[src/rtl/pipe_frame_arbiter.sv]
`default_nettype none
// ============================================================================
// Module   : pipe_frame_arbiter
// Brief    : Round-robin, frame-locked arbiter that shares one fixed-latency
//            data_pipeline between NUM_REQ byte-stream sources. One source
//            owns the pipeline input for a whole frame. A {valid,last,id} tag
//            travels alongside the external pipeline so that each result beat
//            leaves tagged with its source.
// Revision : 1.0 - initial release
// ============================================================================
module pipe_frame_arbiter #(
    parameter int  NUM_REQ    = 2,
    parameter int  DATA_W     = 8,
    parameter int  PIPE_DEPTH = 2,
    localparam int ID_W       = (NUM_REQ > 1) ? $clog2(NUM_REQ) : 1
) (
    input  logic                      clk,
    input  logic                      rst,
    input  logic [NUM_REQ-1:0]        req_valid_i,
    input  logic [NUM_REQ-1:0]        req_last_i,
    input  logic [NUM_REQ*DATA_W-1:0] req_data_i,
    output logic [NUM_REQ-1:0]        req_ready_o,
    output logic [DATA_W-1:0]         pipe_data_o,
    input  logic [DATA_W-1:0]         pipe_data_i,
    output logic                      rsp_valid_o,
    output logic                      rsp_last_o,
    output logic [ID_W-1:0]           rsp_id_o,
    output logic [DATA_W-1:0]         rsp_data_o
);

    localparam logic [0:0] c_st_idle   = 1'b0;
    localparam logic [0:0] c_st_locked = 1'b1;
    localparam int         c_tag_w     = ID_W + 2;

    logic [0:0]         r_state;
    logic [ID_W-1:0]    r_rr_ptr;
    logic [ID_W-1:0]    r_owner;

    logic [ID_W:0]      w_scan;
    logic [ID_W-1:0]    w_sel;
    logic               w_found;
    logic [ID_W-1:0]    w_gnt_idx;
    logic               w_gnt_any;
    logic [ID_W-1:0]    w_rr_next;
    logic               w_xfer;
    logic               w_xfer_last;
    logic [DATA_W-1:0]  w_xfer_data;
    logic [c_tag_w-1:0] w_tag_in;
    logic [c_tag_w-1:0] w_tag_out;

    // Round-robin scan from rr_ptr; the smallest offset holding a valid wins
    always_comb begin
        w_scan  = '0;
        w_sel   = '0;
        w_found = 1'b0;
        for (int k = NUM_REQ - 1; k >= 0; k--) begin
            w_scan = {1'b0, r_rr_ptr} + (ID_W + 1)'(k);
            if (w_scan >= (ID_W + 1)'(NUM_REQ)) begin
                w_scan = w_scan - (ID_W + 1)'(NUM_REQ);
            end
            for (int j = 0; j < NUM_REQ; j++) begin
                if ((w_scan == (ID_W + 1)'(j)) && req_valid_i[j]) begin
                    w_sel   = ID_W'(j);
                    w_found = 1'b1;
                end
            end
        end
    end

    // Grant the lock owner, or the scan winner when idle; reset blocks all grants
    always_comb begin
        w_gnt_idx   = (r_state == c_st_locked) ? r_owner : w_sel;
        w_gnt_any   = (r_state == c_st_locked) || w_found;
        req_ready_o = '0;
        w_xfer      = 1'b0;
        w_xfer_last = 1'b0;
        w_xfer_data = '0;
        for (int j = 0; j < NUM_REQ; j++) begin
            if (!rst && w_gnt_any && (w_gnt_idx == ID_W'(j))) begin
                req_ready_o[j] = 1'b1;
                if (req_valid_i[j]) begin
                    w_xfer      = 1'b1;
                    w_xfer_last = req_last_i[j];
                    w_xfer_data = req_data_i[j*DATA_W +: DATA_W];
                end
            end
        end
    end

    assign w_rr_next   = (w_gnt_idx == ID_W'(NUM_REQ - 1)) ? '0 : (w_gnt_idx + ID_W'(1));
    assign pipe_data_o = w_xfer_data;

    // Frame lock: a non-last beat locks the source, a last beat releases and advances rr_ptr
    always_ff @(posedge clk) begin
        if (rst) begin
            r_state  <= c_st_idle;
            r_rr_ptr <= '0;
            r_owner  <= '0;
        end else if (w_xfer) begin
            if (w_xfer_last) begin
                r_state  <= c_st_idle;
                r_rr_ptr <= w_rr_next;
            end else begin
                r_state  <= c_st_locked;
                r_owner  <= w_gnt_idx;
            end
        end
    end

    assign w_tag_in = {w_xfer, w_xfer_last, w_gnt_idx};

    generate
        if (PIPE_DEPTH == 0) begin : g_tag_bypass
            assign w_tag_out = w_tag_in;
        end else begin : g_tag_pipe
            logic [c_tag_w-1:0] r_tag [PIPE_DEPTH];

            // Tag shift register matching the external pipeline latency; reset kills in-flight beats
            always_ff @(posedge clk) begin
                if (rst) begin
                    for (int i = 0; i < PIPE_DEPTH; i++) begin
                        r_tag[i] <= '0;
                    end
                end else begin
                    r_tag[0] <= w_tag_in;
                    for (int i = 1; i < PIPE_DEPTH; i++) begin
                        r_tag[i] <= r_tag[i-1];
                    end
                end
            end

            assign w_tag_out = r_tag[PIPE_DEPTH-1];
        end
    endgenerate

    assign rsp_valid_o = w_tag_out[c_tag_w-1];
    assign rsp_last_o  = rsp_valid_o & w_tag_out[c_tag_w-2];
    assign rsp_id_o    = rsp_valid_o ? w_tag_out[ID_W-1:0] : '0;
    assign rsp_data_o  = rsp_valid_o ? pipe_data_i : '0;

    a_ready_onehot: assert property (@(posedge clk) $onehot0(req_ready_o));

    generate
        if (PIPE_DEPTH == 0) begin : g_chk_comb
            a_rsp_hist: assert property (@(posedge clk) rsp_valid_o == w_xfer);
        end else begin : g_chk_hist
            logic [4:0] r_rst_age;

            // Cycles since reset, saturating once the tag pipe holds only post-reset history
            always_ff @(posedge clk) begin
                if (rst) begin
                    r_rst_age <= '0;
                end else if (r_rst_age < 5'(PIPE_DEPTH)) begin
                    r_rst_age <= r_rst_age + 5'd1;
                end
            end

            a_rsp_hist: assert property (@(posedge clk)
                (r_rst_age == 5'(PIPE_DEPTH)) |-> (rsp_valid_o == $past(w_xfer, PIPE_DEPTH)));
        end
    endgenerate

endmodule
`default_nettype wire

[config.mk]
export PLATFORM = sky130hd
export DESIGN_NAME = pipe_frame_arbiter
export DESIGN_NICKNAME = d
export VERILOG_FILES = /design/src/rtl/pipe_frame_arbiter.sv
export SDC_FILE = /design/constraint.sdc
export NUM_CORES = 1
export LEC_CHECK = 0
export ABC_CLOCK_PERIOD_IN_PS = 2900
export BUFFER_PORTS_ARGS = -buffer_cell sky130_fd_sc_hd__buf_2
export CAP_MARGIN = 10
export CORE_MARGIN = 3
export CORE_UTILIZATION = 40
export CTS_BUF_LIST = sky130_fd_sc_hd__clkbuf_8
export DETAILED_ROUTE_END_ITERATION = 8
export PLACE_DENSITY = 0.86
export SYNTH_ARGS = -nofsm -noshare
export SYNTH_HDL_FRONTEND = slang
export SYNTH_SLANG_ARGS = --single-unit
[constraint.sdc]
create_clock -name clk -period 2.9 [get_ports clk]
set_input_delay 0.435 -clock clk [delete_from_list [all_inputs] [get_ports clk]]
set_output_delay 0.435 -clock clk [all_outputs]
set_load 0.01 [all_outputs]
======== Word-level counts from Yosys, hierarchy flattened ========
Memories as Yosys holds them, arrays and structs flattened.
Index checks and enable logic that the tools add are counted.
word-level totals
  flip-flop bits (word level) ............. 3
  RAM bits ................................ 6
  memories kept ........................... 1
operators by class
  $add $sub $neg .......................... 4
  order comparisons ....................... 2
  equality and inequality tests ........... 2
  multiplexer cells ....................... 33
  bitwise operators ....................... 5
  reduce and logical (&&, ||, !) cells .... 13
memories
  name              words  bits a word  read ports  clocked after Yosys merged registers in  write ports  line  source
  g_tag_pipe.r_tag  2      3            2           0                                        2            116   logic [c_tag_w-1:0] r_tag [PIPE_DEPTH];
operators with widths
  cell                                                                                 number
  8-bit 2-to-1 mux                                                                     5
  1-bit 2-to-1 mux                                                                     24
  1-bit logical AND                                                                    7
  3-bit 2-to-1 mux                                                                     2
  2-bit by 1-bit equality test with 1-bit output, second input constant                2
  2-bit logical NOT                                                                    2
  2-bit 2-to-1 mux                                                                     2
  2-bit AND reduction                                                                  2
  1-bit by 1-bit adder with 2-bit output, second input constant                        1
  1-bit by 2-bit greater-or-equal comparator with 1-bit output, second input constant  1
  2-bit greater-or-equal comparator, second input constant                             1
  1-bit NOT                                                                            2
  1-bit bitwise OR                                                                     2
  1-bit by 2-bit subtractor with 2-bit output, second input constant                   1
  2-bit subtractor, second input constant                                              1
  1-bit adder, second input constant                                                   1
  1-bit bitwise AND                                                                    1
  1-bit logical NOT                                                                    1
  1-bit logical OR                                                                     1

======== Logic depth before layout (Yosys ltp) ========
Gate-level depths: netlist of run 1.
  word-level depth ........................ 17
  gate-level depth with buffers ........... 5

======== Least setup slack after synthesis of run 1 ========
OpenSTA, ideal clock, no wires.
  path type ............................... input-to-output
  start point ............................. in rst
  end point ............................... out pipe_data_o[0]
  data arrival time ....................... 1.319 ns
  data required time ...................... 2.465 ns
  slack ................................... 1.146 ns
  stages .................................. 5
  buffers on the path ..................... 2
  path through ............................ buf_2 nand2b_1 a221oi_2 buf_6 a22o_1
between the ends
  cells in the longest elaborated chain, start to end .. 6
ends and longest elaborated chain
  element                line  source
  start, declared        18    input logic rst,
  1-bit logical NOT (*)  79    if (!rst && w_gnt_any && (w_gnt_idx == ID_W'(j))) begin
  1-bit logical AND (*)  79
  1-bit logical AND      79
  8-bit 2-to-1 mux       79
  8-bit 2-to-1 mux       81    if (req_valid_i[j]) begin
  8-bit 2-to-1 mux (*)   79
  end, declared          23    output logic [DATA_W-1:0] pipe_data_o,
Mark *: on every way between the ends. The rest lies on a longest branch, timed or not.

======== Worst setup path after layout of run 1 ========
  start point ............................. reg r_state
  end point ............................... out pipe_data_o[0]
between the ends
  cells in the longest elaborated chain, start to end .. 6
ends and longest elaborated chain
  element                                               line    source
  start, declared                                       35      logic [0:0] r_state;
  start signal, assigned                                96      r_state <= c_st_idle;
  start signal, assigned                                101     r_state <= c_st_idle;
  start signal, assigned                                104     r_state <= c_st_locked;
  1-bit 2-to-1 mux or 1-bit logical OR (tied branches)  72, 73
  1-bit NOT or 1-bit logical AND (tied branches)        79
  1-bit logical AND                                     79
  8-bit 2-to-1 mux                                      79
  8-bit 2-to-1 mux                                      81
  8-bit 2-to-1 mux (*)                                  79
Marked as above.

==> results of run 1 <==
## report_power, final
part	internal, mW	switching, mW
Combinational	0.0515	0.0460
Sequential	0.134	0.0104
Clock	0.0921	0.0489
## kinds of logic (layout without fill, tap and decap cells)
kind of cell / after synthesis / in the layout
AO/OA/AOI/OAI: 18 / 18
buffers and inverters: 6 / 59
flip-flops: 9 / 9
AND/OR/NAND/NOR: 26 / 26
## flip-flops by register name (all words and copies together) (netlist names)
name and cells:
g_tag_pipe.r_tag 6, r_owner 1, r_rr_ptr 1, r_state 1
## cells in the mapped netlist
library cell / n
sky130_fd_sc_hd__a22o_1: 9
sky130_fd_sc_hd__o31ai_1: 1
sky130_fd_sc_hd__o2bb2ai_1: 1
sky130_fd_sc_hd__nor2b_4: 1
sky130_fd_sc_hd__nor2b_1: 3
sky130_fd_sc_hd__nor2b_2: 1
sky130_fd_sc_hd__buf_6: 1
sky130_fd_sc_hd__a211oi_1: 1
sky130_fd_sc_hd__o21a_1: 1
sky130_fd_sc_hd__buf_2: 1
sky130_fd_sc_hd__and2_1: 11
sky130_fd_sc_hd__o41ai_1: 1
sky130_fd_sc_hd__nand2b_1: 2
sky130_fd_sc_hd__a221oi_2: 1
sky130_fd_sc_hd__dfxtp_1: 9
sky130_fd_sc_hd__a22oi_1: 1
sky130_fd_sc_hd__nand2_1: 1
sky130_fd_sc_hd__inv_1: 4
sky130_fd_sc_hd__a221oi_1: 1
sky130_fd_sc_hd__a21oi_1: 1
sky130_fd_sc_hd__nor2_1: 2
sky130_fd_sc_hd__nor4_4: 1
sky130_fd_sc_hd__nor3_1: 1
sky130_fd_sc_hd__or4_1: 1
sky130_fd_sc_hd__nor3b_2: 1
sky130_fd_sc_hd__or2_1: 1
## cell type report
cell class	instances	area [µm²]
clock inverters	1	3.75
clock buffers	3	41.3
inverters	4	15.0
flip-flops and latches	9	180
fillers	94	344
well taps	14	17.5
repair buffers	51	258
multi-input cells	44	342
## worst max-delay path: stages, from the launching register on
cell and delay, ns:
sky130_fd_sc_hd__dfxtp_1 0.40, sky130_fd_sc_hd__nor2b_4 0.19, sky130_fd_sc_hd__nor4_4 0.46, sky130_fd_sc_hd__a22o_1 0.20
sky130_fd_sc_hd__buf_2 0.13
## per-layer routing
layer | vias up | GRT usage [%] | wire, µm
met3 | 4 | 5.08 | 182
met2 | 48 | 26.5 | 698
met1 | 274 | 20.0 | 566
li1 | 321 | - | -
met5 | - | 0 | 0
met4 | 0 | 10.8 | 27
## final timing paths
check | startpoint | slack, ns | endpoint
worst min-delay path | g_tag_pipe.r_tag[0][1]$_SDFF_PP0_ | 0.44 | g_tag_pipe.r_tag[0][4]$_SDFF_PP0_
worst min register to register | g_tag_pipe.r_tag[0][1]$_SDFF_PP0_ | 0.44 | g_tag_pipe.r_tag[0][4]$_SDFF_PP0_
worst max register to register | r_state$_SDFFE_PP0P_ | 1.59 | g_tag_pipe.r_tag[0][1]$_SDFF_PP0_
worst max-delay path | r_state$_SDFFE_PP0P_ | 0.85 | pipe_data_o[0]
## per-stage QoR
step | worst slack, ns | power (mW) | cells | area [µm²] | utilization [%]
CTS | 0.846 | 0.389 | 126 | 857 | 71.4
global route | 0.721 | 0.407 | 126 | 857 | 71.4
finish | 0.853 | 0.383 | 126 | 857 | 71.4
detailed placement | 0.985 | 0.244 | 122 | 812 | 67.6
global placement | 1.02 | 0.241 | 122 | 812 | 67.6
floorplan | 1.15 | 0.201 | 59 | 553 | -
==> summary.txt, run 1 <==
Outcome = finished clean
Time the final worst path needs with I/O delays and setup = 2.05 ns
DRT Pass-1 Iters = 4
Average instance area after synthesis = 9.37 µm²
Setup Crit Path Kind = register to output pin
Clock skew = 0.00399 ns
Max capacitance violation total = 0
Worst-case clock buffer depth = 2
Count of input and output buffers = 50
Crit. End Element = output pin
Yosys warning total = 0
Clock-pin slew reported for the worst setup and hold paths after clock tree synthesis = 0.05 ns
Total number of clock tree sinks = 9
Wire length after detailed routing = 1480 µm
H-tree Lvls = 1
Area added between synthesis and finish = 55.0%
Hold/Removal Path Class = register to register
Initial antenna violation count = 0
Worst Path Max Fanout = 10
Instance count of the mapped netlist = 59
Drt wl/cell = 11.7 µm
Power Dens Cells = 446 nW/µm²
CTS Hold Bufs = 0
Net count after synthesis = 89
Effective utilization at floorplan = 46.0%
TritonCTS Buffers = 3
Area of the mapped netlist = 553 µm²
Vias per cell = 5.13
Maximum number of pins on one net before global-route repair = 13
Remaining max-slew budget at the tightest pin = 65.8%
Overall die width = 43.2 µm
Placeable core area = 1200 µm²
Unrepaired setup endpoints after global routing = false
Main combinational cell family by area after synthesis = simple AND/OR/NAND/NOR gates
Antenna diode count = 0
CP Data Required Time = 2.47 ns
Worst Reg-to-Reg Cells = 3
Post-synthesis mux area share = 0%
Root Driver = sky130_fd_sc_hd__clkbuf_8
Worst slew pin tran = 0.509 ns
Final setup fails = 0
Nets@finish = 143
Violation count after the first detailed-routing iteration = 10
Die Y-Extent = 43.2 µm
Most frequent cells in the layout = sky130_fd_sc_hd__buf_2, sky130_fd_sc_hd__and2_1, sky130_fd_sc_hd__a22o_1, sky130_fd_sc_hd__dfxtp_1, sky130_fd_sc_hd__inv_1
Compound-cell area share of the yosys netlist = 28.1%
Min Hold Slack = 0.440 ns
Count of endpoints failing hold in the final timing report = 0
Adder and majority cell fraction of the synthesized area = 0%
Worst Setup Start Kind = register
Largest voltage drop on the vdd net = 0.290 mV
Buffer count from post-CTS setup fixing = 0
Area share of the largest cell type after synthesis = 32.6%
Global Route Usage Sum = 17.1%
Number of gates given a new drive strength after cts = 0
Ratio of final minimum period to clock period = 70.6%
Via count of the first global-routing pass = 592
Instance count along the most critical hold path = 1
Sum of negative setup slack = 0 ns
Leak pwr = 0.471 nW
Full die area = 1860 µm²
Floorplan row count = 12
Number of vias in the routed layout = 647
Maximum clock frequency = 0.488 GHz
Proportion of synthesized chip area in sequential cells = 32.6%
Number of different library cells in the post-synthesis netlist = 26
Arr. time, crit path = 1.61 ns
CTS tree = built
Ratio of cells with drive above 1 in the final layout = 52.7%
GR Overflow Total = 0
Half-perimeter wire length after detailed placement = 1190 µm
Wire length of the first global-routing pass = 2440 µm
Number of register bits inferred by synthesis = 9
XOR/XNOR share of the synthesized area = 0%
Number of design rule violations left after detail routing = 0
Gpl congestion = 0.763
Top cell type by total area after synthesis = sky130_fd_sc_hd__dfxtp_1
Worst-skew pair later-pin latency = 0.23 ns
Basic-gate share of the synthesized area counting and, or, nand and nor cells = 33.7%
Number of routed nets with antenna violations = 0
Top cells by area, synth = sky130_fd_sc_hd__dfxtp_1, sky130_fd_sc_hd__a22o_1, sky130_fd_sc_hd__and2_1
Final max-slew violation count = 0
Most common cell after layout, fill and taps aside = sky130_fd_sc_hd__buf_2
Number of primary I/O pins = 51
No activity file was read; power rests on OpenSTA's default activity.
==> run 2: changes to the inputs <==
==> config.mk (replaced) <==
export PLATFORM = sky130hd
export DESIGN_NAME = pipe_frame_arbiter
export DESIGN_NICKNAME = d
export VERILOG_FILES = /design/src/rtl/pipe_frame_arbiter.sv
export SDC_FILE = /design/constraint.sdc
export NUM_CORES = 1
export LEC_CHECK = 0
export ABC_CLOCK_PERIOD_IN_PS = 2000
export BUFFER_PORTS_ARGS = -buffer_cell sky130_fd_sc_hd__buf_2
export CAP_MARGIN = 10
export CORE_MARGIN = 3
export CORE_UTILIZATION = 37
export CTS_BUF_LIST = sky130_fd_sc_hd__clkbuf_8
export DETAILED_ROUTE_END_ITERATION = 8
export PLACE_DENSITY = 0.8
export SYNTH_ARGS = -nofsm -noshare
export SYNTH_HDL_FRONTEND = slang
export SYNTH_SLANG_ARGS = --single-unit
==> constraint.sdc (replaced) <==
create_clock -name clk -period 2 [get_ports clk]
set_input_delay 0.3 -clock clk [delete_from_list [all_inputs] [get_ports clk]]
set_output_delay 0.3 -clock clk [all_outputs]
set_load 0.01 [all_outputs]
==> summary.txt, run 2 (same netlist as run 1, synthesis figures left out) <==
Outcome = finished clean (unchanged)
Largest voltage drop on the vdd net = 0.449 mV (was 0.290 mV)
Antenna diode count = 0 (unchanged)
Wire length of the first global-routing pass = 2080 µm (was 2440 µm)
CP Data Required Time = 1.70 ns (was 2.47 ns)
Crit. End Element = output pin (unchanged)
DRT Pass-1 Iters = 5 (was 4)
Worst Reg-to-Reg Cells = 4 (was 3)
Number of primary I/O pins = 51 (unchanged)
Filler cell count = 127 (was 94)
Via count of the first global-routing pass = 498 (was 592)
Capture point of the worst reg-to-reg path = g_tag_pipe.r_tag[0][2]$_SDFF_PP0_ (was g_tag_pipe.r_tag[0][1]$_SDFF_PP0_)
Worst Setup Start Kind = register (unchanged)
Power Dens Cells = 635 nW/µm² (was 446 nW/µm²)
Ratio of cells with drive above 1 in the final layout = 53.1% (was 52.7%)
CTS Hold Bufs = 0 (unchanged)
Most common cell after layout, fill and taps aside = sky130_fd_sc_hd__buf_2 (unchanged)
Hold path endpoint = r_state$_SDFFE_PP0P_ (was g_tag_pipe.r_tag[0][4]$_SDFF_PP0_)
Full die area = 1990 µm² (was 1860 µm²)
Time the final worst path needs with I/O delays and setup = 1.86 ns
Leak pwr = 0.476 nW (was 0.471 nW)
Unrepaired setup endpoints after global routing = false (unchanged)
Cells along the critical path = nor2b_4 > nor4_4 > buf_4 > a22o_1 > buf_2 (was nor2b_4 > nor4_4 > a22o_1 > buf_2)
Setup slack on the worst flop-to-flop path = 0.68 ns (was 1.59 ns)
Count of input and output buffers = 50 (unchanged)
Hold/Removal Path Class = input port to register (was register to register)
Setup Crit Path Kind = register to output pin (unchanged)
Area added between synthesis and finish = 56.6% (was 55.0%)
Worst Path Max Fanout = 9 (was 10)
Number of cells after detailed placement = 123 (was 122)
Placeable core area = 1350 µm² (was 1200 µm²)
Most frequent cells in the layout = sky130_fd_sc_hd__buf_2, sky130_fd_sc_hd__and2_1, sky130_fd_sc_hd__a22o_1, sky130_fd_sc_hd__dfxtp_1, sky130_fd_sc_hd__inv_1 (unchanged)
Nets@finish = 144 (was 143)
Number of routed nets with antenna violations = 0 (unchanged)
Worst-skew pair later-pin latency = 0.23 ns (about the same)
Remaining max-slew budget at the tightest pin = 74.5% (was 65.8%)
Overall die width = 44.7 µm (was 43.2 µm)
Effective utilization at floorplan = 41.0% (was 46.0%)
Sequential cell area in the final layout = 180 µm² (unchanged)
R2r startpoint = r_state$_SDFFE_PP0P_ (unchanged)
Number of vias in the routed layout = 651 (was 647)
Startpoint of the worst hold path = req_last_i[0] (was g_tag_pipe.r_tag[0][1]$_SDFF_PP0_)
Worst-case clock buffer depth = 2 (unchanged)
Die Y-Extent = 44.7 µm (was 43.2 µm)
Global Route Usage Sum = 13.9% (was 17.1%)
Summed area of non-filler cells in the final layout = 866 µm² (was 857 µm²)
Stage delay of the slowest cell on the critical path = 0.39 ns (was 0.46 ns)
CTS tree = built (unchanged)
Dpl cell area = 813 µm² (was 812 µm²)
Number of gates given a new drive strength after cts = 0 (unchanged)
GR Overflow Total = 0 (unchanged)
Buffer count from post-CTS setup fixing = 0 (unchanged)
Root Driver = sky130_fd_sc_hd__clkbuf_8 (unchanged)
Non-filler instance count after layout = 128 (was 126)
Arr. time, crit path = 1.56 ns (was 1.61 ns)
Maximum clock frequency = 0.536 GHz
Wire length after detailed routing = 1410 µm (was 1480 µm)
Clock-pin slew reported for the worst setup and hold paths after clock tree synthesis = 0.04 ns (was 0.05 ns)
Worst slew pin tran = 0.379 ns (was 0.509 ns)
Max FFs per register = 6 (unchanged)
Initial antenna violation count = 0 (unchanged)
Clock skew = 0.00390 ns (was 0.00399 ns)
Top reg by flops = g_tag_pipe.r_tag (unchanged)
Ratio of final minimum period to clock period = 93.2%
Max capacitance violation total = 0 (unchanged)
Floorplan row count = 13 (was 12)
Half-perimeter wire length after detailed placement = 1090 µm (was 1190 µm)
Instance count along the most critical hold path = 2 (was 1)
Vias per cell = 5.09 (was 5.13)
Buffers and inverters on the worst path = 2 (was 1)
Count of endpoints failing hold in the final timing report = 0 (unchanged)
Maximum number of pins on one net before global-route repair = 13 (unchanged)
Sum of negative setup slack = 0 ns (unchanged)
Final core area utilization = 64.1% (was 71.4%)
Violation count after the first detailed-routing iteration = 19 (was 10)
Number of design rule violations left after detail routing = 0 (unchanged)
Gpl congestion = 0.810 (was 0.763)
Final max-slew violation count = 0 (unchanged)
Final setup fails = 0 (unchanged)
H-tree Lvls = 1 (unchanged)
TritonCTS Buffers = 3 (unchanged)
Total number of clock tree sinks = 9 (unchanged)
Gate family responsible for the most delay along the worst path = simple AND/OR/NAND/NOR gates (unchanged)
CP max stage cell = sky130_fd_sc_hd__dfxtp_1 (was sky130_fd_sc_hd__nor4_4)
Drt wl/cell = 11.0 µm (was 11.7 µm)
Combined area of the multi-input logic cells = 342 µm² (unchanged)
-- run 2: changes by cell type in the layout (fill, tap and decap cells not counted), sizes merged --
cell  before  now
buf       51   52
-- run 2: worst max-delay path by stage --
| stage | cells past startpoint | from | slack (ns) | to |
|---|---|---|---|---|
| after floorplan | 5 | rst | 0.52 | pipe_data_o[0] |
| after global placement | 5 | req_valid_i[1] | 0.38 | pipe_data_o[4] |
| after detailed placement | 5 | req_valid_i[1] | 0.35 | pipe_data_o[4] |
| after CTS | 4 | r_state$_SDFFE_PP0P_ | 0.10 | pipe_data_o[4] |
| after global routing | 5 | r_state$_SDFFE_PP0P_ | 0.07 | pipe_data_o[0] |
| final | 5 | r_state$_SDFFE_PP0P_ | 0.14 | pipe_data_o[7] |
-- run 2: layout make-up --
type                       count  share of cell area [%]
timing repair buffer          52                    30.6
sequential                     9                    20.8
clock buffer                   3                    4.77
inverter                       4                    1.73
clock inverter                 1                   0.434
tap                           15                    2.17
multi-input combinational     44                    39.5
-- run 2: power breakdown --
group	switching [mW]	total, mW	internal [mW]
Combinational	0.0668	0.143	0.0763
Sequential	0.0140	0.208	0.194
Clock	0.0658	0.199	0.133
Total	0.147	0.550	0.403
-- run 2: per-stage QoR --
| step | power, mW | hold slack, ns | setup WS, ns |
|---|---|---|---|
| after floorplan | 0.291 | 0.395 | 0.516 |
| after global placement | 0.349 | 0.418 | 0.382 |
| after detailed placement | 0.352 | 0.427 | 0.348 |
| after CTS | 0.556 | 0.301 | 0.103 |
| after global routing | 0.591 | 0.320 | 0.0708 |
| final | 0.550 | 0.319 | 0.135 |
-- run 2: worst reg2reg max path, stage by stage, from the launching register on --
cell and delay, ns:
sky130_fd_sc_hd__dfxtp_1 0.50, sky130_fd_sc_hd__nor2b_4 0.27, sky130_fd_sc_hd__nor4_4 0.07, sky130_fd_sc_hd__buf_4 0.17, sky130_fd_sc_hd__or2_1 0.20
-- run 2: per-layer routing --
layer	vias to the layer above	routed length, µm	GRT usage [%]
li1	323	-	-
met3	2	203	3.66
met1	276	515	17.0
met5	-	0	0
met4	0	6	7.23
met2	50	686	22.1
